===== config.mk =====
export PLATFORM = sky130hd
export DESIGN_NAME = mdu_iter
export DESIGN_NICKNAME = d
export VERILOG_FILES = /design/src/rtl/mdu_iter.sv
export SDC_FILE = /design/constraint.sdc
export NUM_CORES = 1
export LEC_CHECK = 0
export BUFFER_PORTS_ARGS = -buffer_cell sky130_fd_sc_hd__buf_2
export CAP_MARGIN = 0
export CORE_MARGIN = 1
export CORE_UTILIZATION = 29
export DETAILED_ROUTE_END_ITERATION = 7
export GPL_TIMING_DRIVEN = 1
export PLACE_DENSITY = 0.56
export SYNTH_ARGS = -nofsm -noshare
export SYNTH_HDL_FRONTEND = slang
export SYNTH_SLANG_ARGS = --single-unit

===== constraint.sdc =====
create_clock -name clk -period 6.9 [get_ports clk]
set_clock_uncertainty 0.15 [all_clocks]
set_input_delay 2.07 -clock clk [delete_from_list [all_inputs] [get_ports clk]]
set_output_delay 2.07 -clock clk [all_outputs]
set_load 0.01 [all_outputs]

===== src/rtl/mdu_iter.sv =====
// Iterative RV32 M-extension unit: shift-add multiply, restoring divide, one bit per cycle.
// Latency: 32 cycles from the accepting edge to result_valid; divide-by-zero and signed overflow take 1 cycle.
// Backpressure: busy stalls the pipeline while iterating; start is ignored in BUSY; flush aborts with no result.
module mdu_iter #(
   parameter int XLEN = 32
) (
   input  logic            clk,
   input  logic            rst_n,
   input  logic            start,
   input  logic [2:0]      funct3,
   input  logic [XLEN-1:0] op_a,
   input  logic [XLEN-1:0] op_b,
   input  logic            flush,
   output logic            busy,
   output logic            result_valid,
   output logic [XLEN-1:0] result
);
   localparam logic [1:0] S_IDLE = 2'd0;
   localparam logic [1:0] S_BUSY = 2'd1;
   localparam logic [1:0] S_DONE = 2'd2;

   logic [1:0]        state;
   logic [4:0]        cnt;
   logic [2:0]        f3;
   logic              sa;
   logic              sb;
   logic [XLEN-1:0]   opnd;   // multiplicand or divisor magnitude
   logic [2*XLEN-1:0] acc;    // {product hi, multiplier} or {remainder, dividend/quotient}

   logic              accept;
   logic              is_div;
   logic              a_neg;
   logic              b_neg;
   logic              div_zero;
   logic              div_ovf;
   logic [XLEN-1:0]   mag_a;
   logic [XLEN-1:0]   mag_b;
   logic [XLEN-1:0]   special_res;

   // Decode the incoming request: operand signs, magnitudes and the two single-cycle special cases
   always_comb begin
      accept      = start && (state != S_BUSY) && !flush;
      is_div      = funct3[2];
      a_neg       = op_a[XLEN-1] & (is_div ? ~funct3[0] : (funct3[0] ^ funct3[1]));
      b_neg       = op_b[XLEN-1] & (is_div ? ~funct3[0] : (~funct3[1] & funct3[0]));
      mag_a       = a_neg ? -op_a : op_a;
      mag_b       = b_neg ? -op_b : op_b;
      div_zero    = is_div && (op_b == '0);
      div_ovf     = is_div && !funct3[0] && (op_a == {1'b1, {(XLEN-1){1'b0}}}) && (op_b == '1);
      special_res = div_zero ? (funct3[1] ? op_a : '1)
                             : (funct3[1] ? '0 : {1'b1, {(XLEN-1){1'b0}}});
   end

   logic [XLEN:0]     upper;
   logic [XLEN:0]     mul_sum;
   logic              div_ge;
   logic [2*XLEN-1:0] acc_nx;
   logic [2*XLEN-1:0] prod;
   logic [XLEN-1:0]   quo;
   logic [XLEN-1:0]   rem;
   logic [XLEN-1:0]   final_res;

   // One radix-2 step of the datapath plus sign fix-up and final select of the completed value
   always_comb begin
      upper   = acc[2*XLEN-1:XLEN-1];
      div_ge  = upper >= {1'b0, opnd};
      mul_sum = {1'b0, acc[2*XLEN-1:XLEN]} + (acc[0] ? {1'b0, opnd} : '0);
      if (f3[2]) begin
         // remainder after a successful subtract is below the divisor, so 32 bits are exact
         acc_nx = div_ge ? {upper[XLEN-1:0] - opnd, acc[XLEN-2:0], 1'b1}
                         : {upper[XLEN-1:0], acc[XLEN-2:0], 1'b0};
      end else begin
         acc_nx = {mul_sum, acc[XLEN-1:1]};
      end
      prod      = (sa ^ sb) ? -acc_nx : acc_nx;
      quo       = (sa ^ sb) ? -acc_nx[XLEN-1:0] : acc_nx[XLEN-1:0];
      rem       = sa ? -acc_nx[2*XLEN-1:XLEN] : acc_nx[2*XLEN-1:XLEN];
      final_res = f3[2] ? (f3[1] ? rem : quo)
                        : ((f3[1:0] == 2'b00) ? prod[XLEN-1:0] : prod[2*XLEN-1:XLEN]);
   end

   // Control FSM and datapath registers; flush outranks both start and completion
   always_ff @(posedge clk or negedge rst_n) begin
      if (!rst_n) begin
         state  <= S_IDLE;
         cnt    <= '0;
         f3     <= '0;
         sa     <= 1'b0;
         sb     <= 1'b0;
         opnd   <= '0;
         acc    <= '0;
         result <= '0;
      end else if (flush) begin
         state <= S_IDLE;
         cnt   <= '0;
      end else if (accept) begin
         f3  <= funct3;
         sa  <= a_neg;
         sb  <= b_neg;
         cnt <= '0;
         if (div_zero || div_ovf) begin
            state  <= S_DONE;
            result <= special_res;
            acc    <= '0;
            opnd   <= '0;
         end else begin
            state <= S_BUSY;
            acc   <= {{XLEN{1'b0}}, (is_div ? mag_a : mag_b)};
            opnd  <= is_div ? mag_b : mag_a;
         end
      end else if (state == S_BUSY) begin
         acc <= acc_nx;
         cnt <= cnt + 1'b1;
         if (cnt == 5'd31) begin
            state  <= S_DONE;
            result <= final_res;
         end
      end else if (state == S_DONE) begin
         state <= S_IDLE;
      end
   end

   // Status outputs decode straight from the state so reset clears them immediately
   always_comb begin
      busy         = (state == S_BUSY);
      result_valid = (state == S_DONE);
   end
endmodule


==> results of run 1 <==
-- critical path, delay by kind of cell (launching register included) --
| kind | cells | cell delay [ns] |
|---|---|---|
| AND/OR/NAND/NOR | 7 | 2.71 |
| AO/OA/AOI/OAI | 6 | 1.76 |
| adder cells (fa/ha/maj) | 2 | 0.80 |
| flip-flops | 1 | 0.45 |
-- stage by stage --
stage | setup WS [ns] | cells | total power, uW | utilization
after floorplan | 1.39 | 2201 | 4050 | -
after global placement | 0.946 | 2954 | 5550 | 0.319
after detailed placement | 0.855 | 2954 | 5570 | 0.319
after CTS | 1.01 | 2986 | 6670 | 0.331
after global routing | 0.469 | 2986 | 7140 | 0.331
final | 0.866 | 2986 | 6810 | 0.331
-- cells in the mapped netlist, drive strengths merged (52+ instances only) --
| cell | count | area (um^2) |
|---|---|---|
| nand2 | 185 | 697 |
| a211oi | 52 | 395 |
| xor2 | 76 | 666 |
| inv | 68 | 255 |
| nor2 | 225 | 860 |
| nor3 | 69 | 355 |
| clkbuf | 102 | 384 |
| xnor2 | 87 | 762 |
| dfrtp | 140 | 3500 |
| mux2i | 62 | 621 |
| a21oi | 192 | 965 |
| ha | 72 | 901 |
| o21ai | 160 | 812 |
-- state kept, by name (all words and copies together) (netlist names) --
name,count
state,2
sa,1
opnd,32
acc,64
result,32
f3,3
sb,1
cnt,5
-- where the power goes --
group | total, uW | switching (uW) | internal, uW | leakage, uW
Clock | 1090 | 445 | 650 | 0.000317
Combinational | 4480 | 3020 | 1460 | 0.00531
Sequential | 1230 | 231 | 1000 | 0.00177
Total | 6810 | 3690 | 3110 | 0.00739
-- worst min-delay path by stage --
stage                    start    endpoint  slack, ns  cells after the start
floorplan              opnd[0]     opnd[0]       0.32                      2
global placement     result[9]   result[9]       0.34                      2
detailed placement   result[9]   result[9]       0.35                      2
CTS                  result[9]   result[9]       0.36                      2
global route        result[21]  result[21]       0.38                      1
finish               result[9]   result[9]       0.35                      2
-- routing by layer --
metal  global-route usage  vias to the layer above
li1                     -                     8338
met1                0.359                     9157
met2                0.433                     1023
met3               0.0550                      177
met4                0.121                        4
met5                    0                        -
-- layout make-up --
cell class	instances	area, um^2
clock inverter	15	238
multi-input combinational	1847	12100
sequential	140	3510
timing repair buffer	150	875
fill	6054	37100
clock buffer	17	425
inverter	69	259
tap	748	936
-- cell families (layout without fill, tap and decap cells) --
logic type      after synthesis  after routing  share of synthesized area
compound gates              785            785                      0.322
mux                          71             71                     0.0439
flops                       140            140                      0.213
buf+inv                     214            251                     0.0520
xor+xnor                    163            163                     0.0868
simple gates                754            754                      0.225
fa+ha+maj                    74             74                     0.0572
==> flow_metrics.tcl, run 1 <==
set metrics [dict create \
    async_flop_share 1.00 \
    buffer_ports.inserted 104 \
    report.final.hold_viol_count 0 \
    whs_ns 0.348 \
    cts_buffer_depth 2 \
    pin_count 105 \
    final_cell_mix "nor2_1, a21oi_1, nand2_1, o21ai_0, dfrtp_1" \
    track_usage 0.274 \
    areaGrowthSynthToFinish_pct 11.8 \
    crit_chain "ha_1 -> nand2_1 -> nor2_1 -> nand4_1 -> a41o_2 -> a31oi_1 -> a22o_1 -> ha_1 -> nor4b_2 -> o21ai_1 -> or4_1 -> or4_4 -> a311o_1 -> nor3_1 -> o31ai_1" \
    endpoint_kind "register" \
    timing.slew.headroom 0.186 \
    dieHeight_um 240 \
    crit_arrival_ns 6.20 \
    die_w_um 240 \
    nets 2370 \
    synth_warnings 0 \
    routed-wl-met2_um 35700 \
    synth_area_um2 16500 \
    max_stage_delay_ns 0.73 \
    slowest_stage "or4_1" \
    place_area_um2 17700 \
    critPathCapture "result[26]" \
    clk_pin_slew_ns 0.07 \
    synth_edf_count 0 \
    n_antenna_cell 0 \
    finalWirelength_um 79700 \
    peakVddDrop_mv 0.142 \
    routedWlPerCell_um 26.7 \
    period_needed_ns 6.03 \
    hold_buffers 0 \
    reg2reg_from "acc[49]" \
    layout_commonest_cell "nor2_1" \
    grt_pass1_vias 17600 \
    r2r_setup_slack_ns 0.87 \
    dr_total_vias 18700 \
    finalSetupTns_ns 0 \
    startpoint "acc[49]" \
    antenna_found_initial 3 \
    htree_levels 4 \
    firstDrtPassIters 6 \
    grt_setup_unrepaired "false" \
    route.detailed.drc 0 \
    drv_cap 0 \
    run_status "finished clean" \
    yosysSeqAreaShare 0.213 \
    final_layout_size_suffix_gt1_frac 0.108 \
    power_density_nw_per_um2 370 \
    cp_max_fo 17 \
    route.met3.wl_um 6910 \
    drt-met1-wl_um 33100 \
    reg2regPathDepth 15 \
    cts_buffers 17 \
    max_freq_mhz 166 \
    worstSetupPathType "reg -> reg" \
    r2r-end "result[26]" \
    first_iter_violations 2202 \
    grt_max_degree 65 \
    clock_sinks 140 \
    slew_violations 0 \
    ys_types 99 \
    cts_tree "built" \
    rows 86 \
    vias_per_cell 6.26 \
    cts_resized 0 \
    synthesis.instances 2201 \
    place.gp.congestion 0.983 \
    postCtsSetupRepairBufs 0 \
    start_kind "register" \
    cts-root-buf "clkbuf_16" \
    gr-total-overflow 0 \
    path_common_cell "ha_1" \
    synth-seq-cells 140 \
    top_layer_used "met5" \
    hold_class "reg -> reg" \
    syn_avg_cell_area_um2 7.47 \
    fin_crit_sh 0.874 \
    setup_viol 0 \
    drt.antenna.violating_nets 0 \
    crit_required_ns 7.07 \
    final_area_um2 18400 \
    core_um2 55500 \
    worstMarginPinSlew_ns 1.21 \
    synth_nets 2346 \
    post-dp-hpwl_um 63100 \
    p_leak_uw 0.00739 \
    start_util 0.296 \
    ys.flop_type "dfrtp_1" \
    clock_latency_ns 0.46 \
    grt_pass1_wl_um 117000 \
    die_area_um2 57700 \
]
No activity file was read; power rests on OpenSTA's default activity.
==> run 2, diff against run 1 <==
==> config.mk (replaced) <==
export PLATFORM = sky130hd
export DESIGN_NAME = mdu_iter
export DESIGN_NICKNAME = d
export VERILOG_FILES = /design/src/rtl/mdu_iter.sv
export SDC_FILE = /design/constraint.sdc
export NUM_CORES = 1
export LEC_CHECK = 0
export BUFFER_PORTS_ARGS = -buffer_cell sky130_fd_sc_hd__clkbuf_2
export CAP_MARGIN = 0
export CORE_MARGIN = 2
export CORE_UTILIZATION = 29
export DETAILED_ROUTE_END_ITERATION = 7
export GPL_TIMING_DRIVEN = 1
export PLACE_DENSITY = 0.56
export RECOVER_POWER = 100
export SYNTH_ARGS = -nofsm -noshare
export SYNTH_HDL_FRONTEND = slang
export SYNTH_SLANG_ARGS = --single-unit
==> run 2 against run 1 <==
Effect of this change: the run now ends with max-capacitance violations, max-slew violations left; first-iteration DRC count increased by 9.3%; setup slack lost 0.37 ns; non-clock buffer count increased by 2; die area rose by 1.7%; critical path type is now in -> reg; critical endpoint is now result[9]; largest power group unchanged; highest routed layer unchanged.
==> flow_metrics.tcl, run 2 (synthesized netlist as in run 1, its figures left out) <==
set metrics [dict create \
    clock_sinks 140 \
    grt_most_used_layer "met2" \
    start_util 0.292 \
    dp.cells 2964 \
    cts-root-buf "clkbuf_16" \
    grt_pass1_wl_um 117000 \
    grt_max_degree 99 \
    timing.slew.headroom -0.782 \
    crit_chain "clkbuf_2 -> clkbuf_1 -> nand2b_1 -> clkbuf_1 -> nor2_1 -> o21ai_4 -> o211ai_1 -> buf_4 -> nor4_1 -> nor2_1" \
    die_area_um2 58700 \
    slew_violations 153 \
    crit_arrival_ns 6.58 \
    endpoint_kind "register" \
    clock_latency_ns 0.48 \
    htree_levels 4 \
    die_w_um 242 \
    route.detailed.drc 0 \
    firstDrtPassIters 6 \
    cp_max_fo 31 \
    dieHeight_um 242 \
    vias_per_cell 6.23 \
    grt_pass1_vias 17700 \
    run_status "finished with violations" \
    grt_util_met2 0.409 \
    cts_resized 0 \
    fin_crit_sh 0.928 \
    largest_registers "acc (64), opnd (32), result (32)" \
    cts_buffers 17 \
    period_needed_ns 6.41 \
    hold_buffers 0 \
    grt_setup_unrepaired "false" \
    slowest_stage "clkbuf_1" \
    crit_family "buffers and inverters" \
    multi_input_comb_area_um2 12100 \
    violations "max-capacitance violations, max-slew violations" \
    final_cell_mix "nor2_1, a21oi_1, nand2_1, o21ai_0, dfrtp_1" \
    r2r_setup_slack_ns 0.51 \
    dr_total_vias 18700 \
    drt.antenna.violating_nets 0 \
    largest_reg_flops 64 \
    rows 87 \
    buffer_ports.inserted 104 \
    final_util 0.325 \
    grt_use_met1 0.349 \
    postCtsSetupRepairBufs 0 \
    cts_tree "built" \
    register_area_um2 3510 \
    final_cells 2997 \
    place.gp.congestion 0.988 \
    cts_buffer_depth 2 \
    final_layout_size_suffix_gt1_frac 0.0875 \
    post-dp-hpwl_um 62400 \
    layout_commonest_cell "nor2_1" \
    top_register "acc" \
    worstSetupPathType "in -> reg" \
    peakVddDrop_mv 0.185 \
    pin_count 105 \
    hold_class "reg -> reg" \
    max_stage_delay_ns 1.36 \
    antenna_found_initial 2 \
    areaGrowthSynthToFinish_pct 11.1 \
    cp.buffers_inverters 4 \
    power_density_nw_per_um2 367 \
    finalSetupTns_ns 0 \
    gr-total-overflow 0 \
    fillers 6088 \
    worstMarginPinSlew_ns 2.67 \
    clk_pin_slew_ns 0.06 \
    first_iter_violations 2407 \
    max_freq_mhz 156 \
    finalWirelength_um 79500 \
    crit_required_ns 7.08 \
    nets 2372 \
    p_leak_uw 0.00726 \
    setup_viol 0 \
    met3_usage 0.0527 \
    core_um2 56300 \
    track_usage 0.264 \
    report.final.hold_viol_count 0 \
    drv_cap 4 \
    start_kind "primary input" \
    routedWlPerCell_um 26.5 \
]
[run 2: final timing paths]
kind	startpoint	endpoint	cells after the start
setup / recovery	flush	result[9]	10
min in group asynchronous	rst_n	acc[54]	1
hold reg to reg	result[6]	result[6]	2
setup reg to reg	acc[51]	result[19]	13
hold / removal	result[6]	result[6]	2
max in group asynchronous	rst_n	opnd[17]	2
[run 2: layer usage]
metal / up-vias / wire length, um / part of all wire
li1: 8355 / - / -
met1: 9174 / 33900 / 0.43
met2: 955 / 34800 / 0.44
met3: 185 / 6550 / 0.082
met4: 2 / 4260 / 0.054
met5: - / 17 / 0.00021
[run 2: power breakdown]
| part | internal (uW) | switching, uW | total [uW] |
|---|---|---|---|
| combinational | 1430 | 3000 | 4430 |
| sequential | 1000 | 224 | 1230 |
| clock | 632 | 423 | 1050 |
| total | 3070 | 3650 | 6720 |
[run 2: stage by stage]
step | total power, uW | area, um^2 | setup WS, ns | hold slack (ns)
after global placement | 5540 | 17700 | 0.826 | 0.335
after floorplan | 4050 | 16500 | 1.39 | 0.320
after CTS | 6620 | 18400 | 0.991 | 0.340
after detailed placement | 5550 | 17700 | 0.790 | 0.326
final | 6720 | 18300 | 0.493 | 0.333
after global routing | 7070 | 18300 | 0.349 | 0.374
[run 2: worst min-delay path: stages (launching register included)]
cell and delay (ns):
dfrtp_1 0.34, nand2_1 0.04, o21ai_0 0.06
[run 2: area by class of cell]
class	instances	share of cell area
well taps	756	0.0517
clock buffers	21	0.0257
inverters	69	0.0142
multi-input cells	1847	0.663
diodes	1	0.000137
flip-flops and latches	140	0.192
clock inverters	11	0.00903
repair buffers	152	0.0446
==> run 3, diff against run 2 <==
==> constraint.sdc (replaced) <==
create_clock -name clk -period 7.9 [get_ports clk]
set_clock_uncertainty 0.15 [all_clocks]
set_input_delay 2.37 -clock clk [delete_from_list [all_inputs] [get_ports clk]]
set_output_delay 2.37 -clock clk [all_outputs]
set_load 0.01 [all_outputs]
==> run 3 against run 2 <==
Effect of this change: the flow still finishes with violations (max-capacitance violations, max-slew violations); first-iteration DRC count down 6.5%; sequential power down 12%; sequential share of layout area up 0.067 points; non-clock buffer count down 8; critical path depth down 3; final cell count down 0.30%; sequential cell count unchanged; die area unchanged; clock power down 17%; global-route usage down 0.17 points; routed wire length up 0.19%; clock-buffer cell count down 4; critical path type unchanged; largest cell class unchanged; largest power group unchanged; highest routed layer is now met4.
==> flow_metrics.tcl, run 3 (synthesized netlist as in run 1, its figures left out) <==
set metrics [dict create \
    crit_required_ns 8.09 \
    cts_tree "built" \
    run_status "finished with violations" \
    die_area_um2 58700 \
    max_freq_mhz 148 \
    rows 87 \
    power_density_nw_per_um2 322 \
    grt_max_degree 74 \
    grt_setup_unrepaired "false" \
    postCtsSetupRepairBufs 0 \
    cts_buffer_depth 2 \
    core_um2 56300 \
    first_iter_violations 2250 \
    firstDrtPassIters 7 \
    antenna_found_initial 0 \
    switching_share 0.555 \
    cts_resized 0 \
    buffer_ports.inserted 104 \
    drt.antenna.violating_nets 0 \
    hold_class "reg -> reg" \
    endpoint_kind "register" \
    violations "max-capacitance violations, max-slew violations" \
    p_leak_uw 0.00722 \
    final_layout_size_suffix_gt1_frac 0.0874 \
    report.final.hold_viol_count 0 \
    fin_crit_sh 0.858 \
    gr-total-overflow 0 \
    timing.slew.headroom -1.77 \
    dp.cells 2956 \
    start_kind "primary input" \
    period_needed_ns 6.77 \
    final_cells 2988 \
    die_w_um 242 \
    worstSetupPathType "in -> reg" \
    power_frac_seq 0.184 \
    post-dp-hpwl_um 62400 \
    grt_pass1_vias 17500 \
    start_util 0.292 \
    dr_total_vias 18700 \
    whs_ns 0.340 \
    peakVddDrop_mv 0.155 \
    p_sw_uw 3250 \
    final_cell_mix "nor2_1, a21oi_1, nand2_1, o21ai_0, dfrtp_1" \
    routedWlPerCell_um 26.7 \
    vias_per_cell 6.27 \
    slew_violations 179 \
    p_clk_frac 0.149 \
    clock_latency_ns 0.46 \
    finalWirelength_um 79700 \
    largest_registers "acc (64), opnd (32), result (32)" \
    cts_buffers 17 \
    finalSetupTns_ns 0 \
    nets 2364 \
    htree_levels 4 \
    n_antenna_cell 0 \
    cts-root-buf "clkbuf_16" \
    grt_pass1_wl_um 116000 \
    final_util 0.324 \
    areaGrowthSynthToFinish_pct 10.7 \
    p_int_uw 2610 \
    dieHeight_um 242 \
    worstMarginPinSlew_ns 4.16 \
    hold_buffers 0 \
    top_register "acc" \
    clock_sinks 140 \
    largest_reg_flops 64 \
    pin_count 105 \
    layout_commonest_cell "nor2_1" \
    clk_pin_slew_ns 0.06 \
    track_usage 0.262 \
    place.gp.congestion 1.02 \
    route.detailed.drc 0 \
    crit_arrival_ns 6.97 \
    cp_max_fo 49 \
    combPwrFrac 0.667 \
    setup_viol 0 \
    drv_cap 3 \
]
run 3: cell count changes in the layout (fill, tap and decap cells not counted), sizes merged:
cell and delta:
bufinv -2, buf -5, clkinv +2, inv +5
diode -1, clkbuf -7, clkinvlp -1
run 3: through the flow:
stage	setup WS, ns	power, uW	cell area (um^2)
after floorplan	2.09	3540	16500
after global placement	1.57	4870	17700
after detailed placement	1.47	4880	17700
after CTS	1.83	5770	18300
after global routing	0.685	6150	18200
final	1.13	5860	18200
run 3: layer usage:
layer	GRT usage	part of all wire	vias to the layer above
li1	-	-	8347
met1	0.349	0.41	9071
met2	0.407	0.44	1087
met3	0.0454	0.088	221
met4	0.134	0.060	0
met5	0	0	-
run 3: final cells by class:
type | instances | area [um^2]
fill | 6099 | 38100
inverter | 69 | 259
sequential | 140 | 3510
timing repair buffer | 144 | 771
clock inverter | 15 | 184
tap | 756 | 946
clock buffer | 17 | 425
multi-input combinational | 1847 | 12100
run 3: path summary, 6_finish.rpt:
kind	start	to	slack [ns]	cells after the start
max	flush	result[17]	1.13	7
min	result[26]	result[26]	0.34	2
max reg2reg	opnd[18]	result[26]	1.21	17
min reg2reg	result[26]	result[26]	0.34	2
max in group asynchronous	rst_n	acc[19]	1.40	2
min in group asynchronous	rst_n	acc[53]	1.74	1
run 3: power by group through the flow:
stage	clock [uW]	combinational, uW	sequential (uW)
6_report	875	3910	1080
5_1_grt	914	4140	1100
4_1_cts	882	3810	1080
3_5_place_dp	0	3790	1090
3_3_place_gp	0	3780	1090
2_1_floorplan	0	2530	1000
run 3: worst max-delay path, stage by stage:
cell and delay, ns:
clkbuf_2 0.07, clkbuf_1 1.63, nor2b_1 0.55, buf_4 0.50, nor2_1 0.96, a221oi_1 0.49, a22o_1 0.32
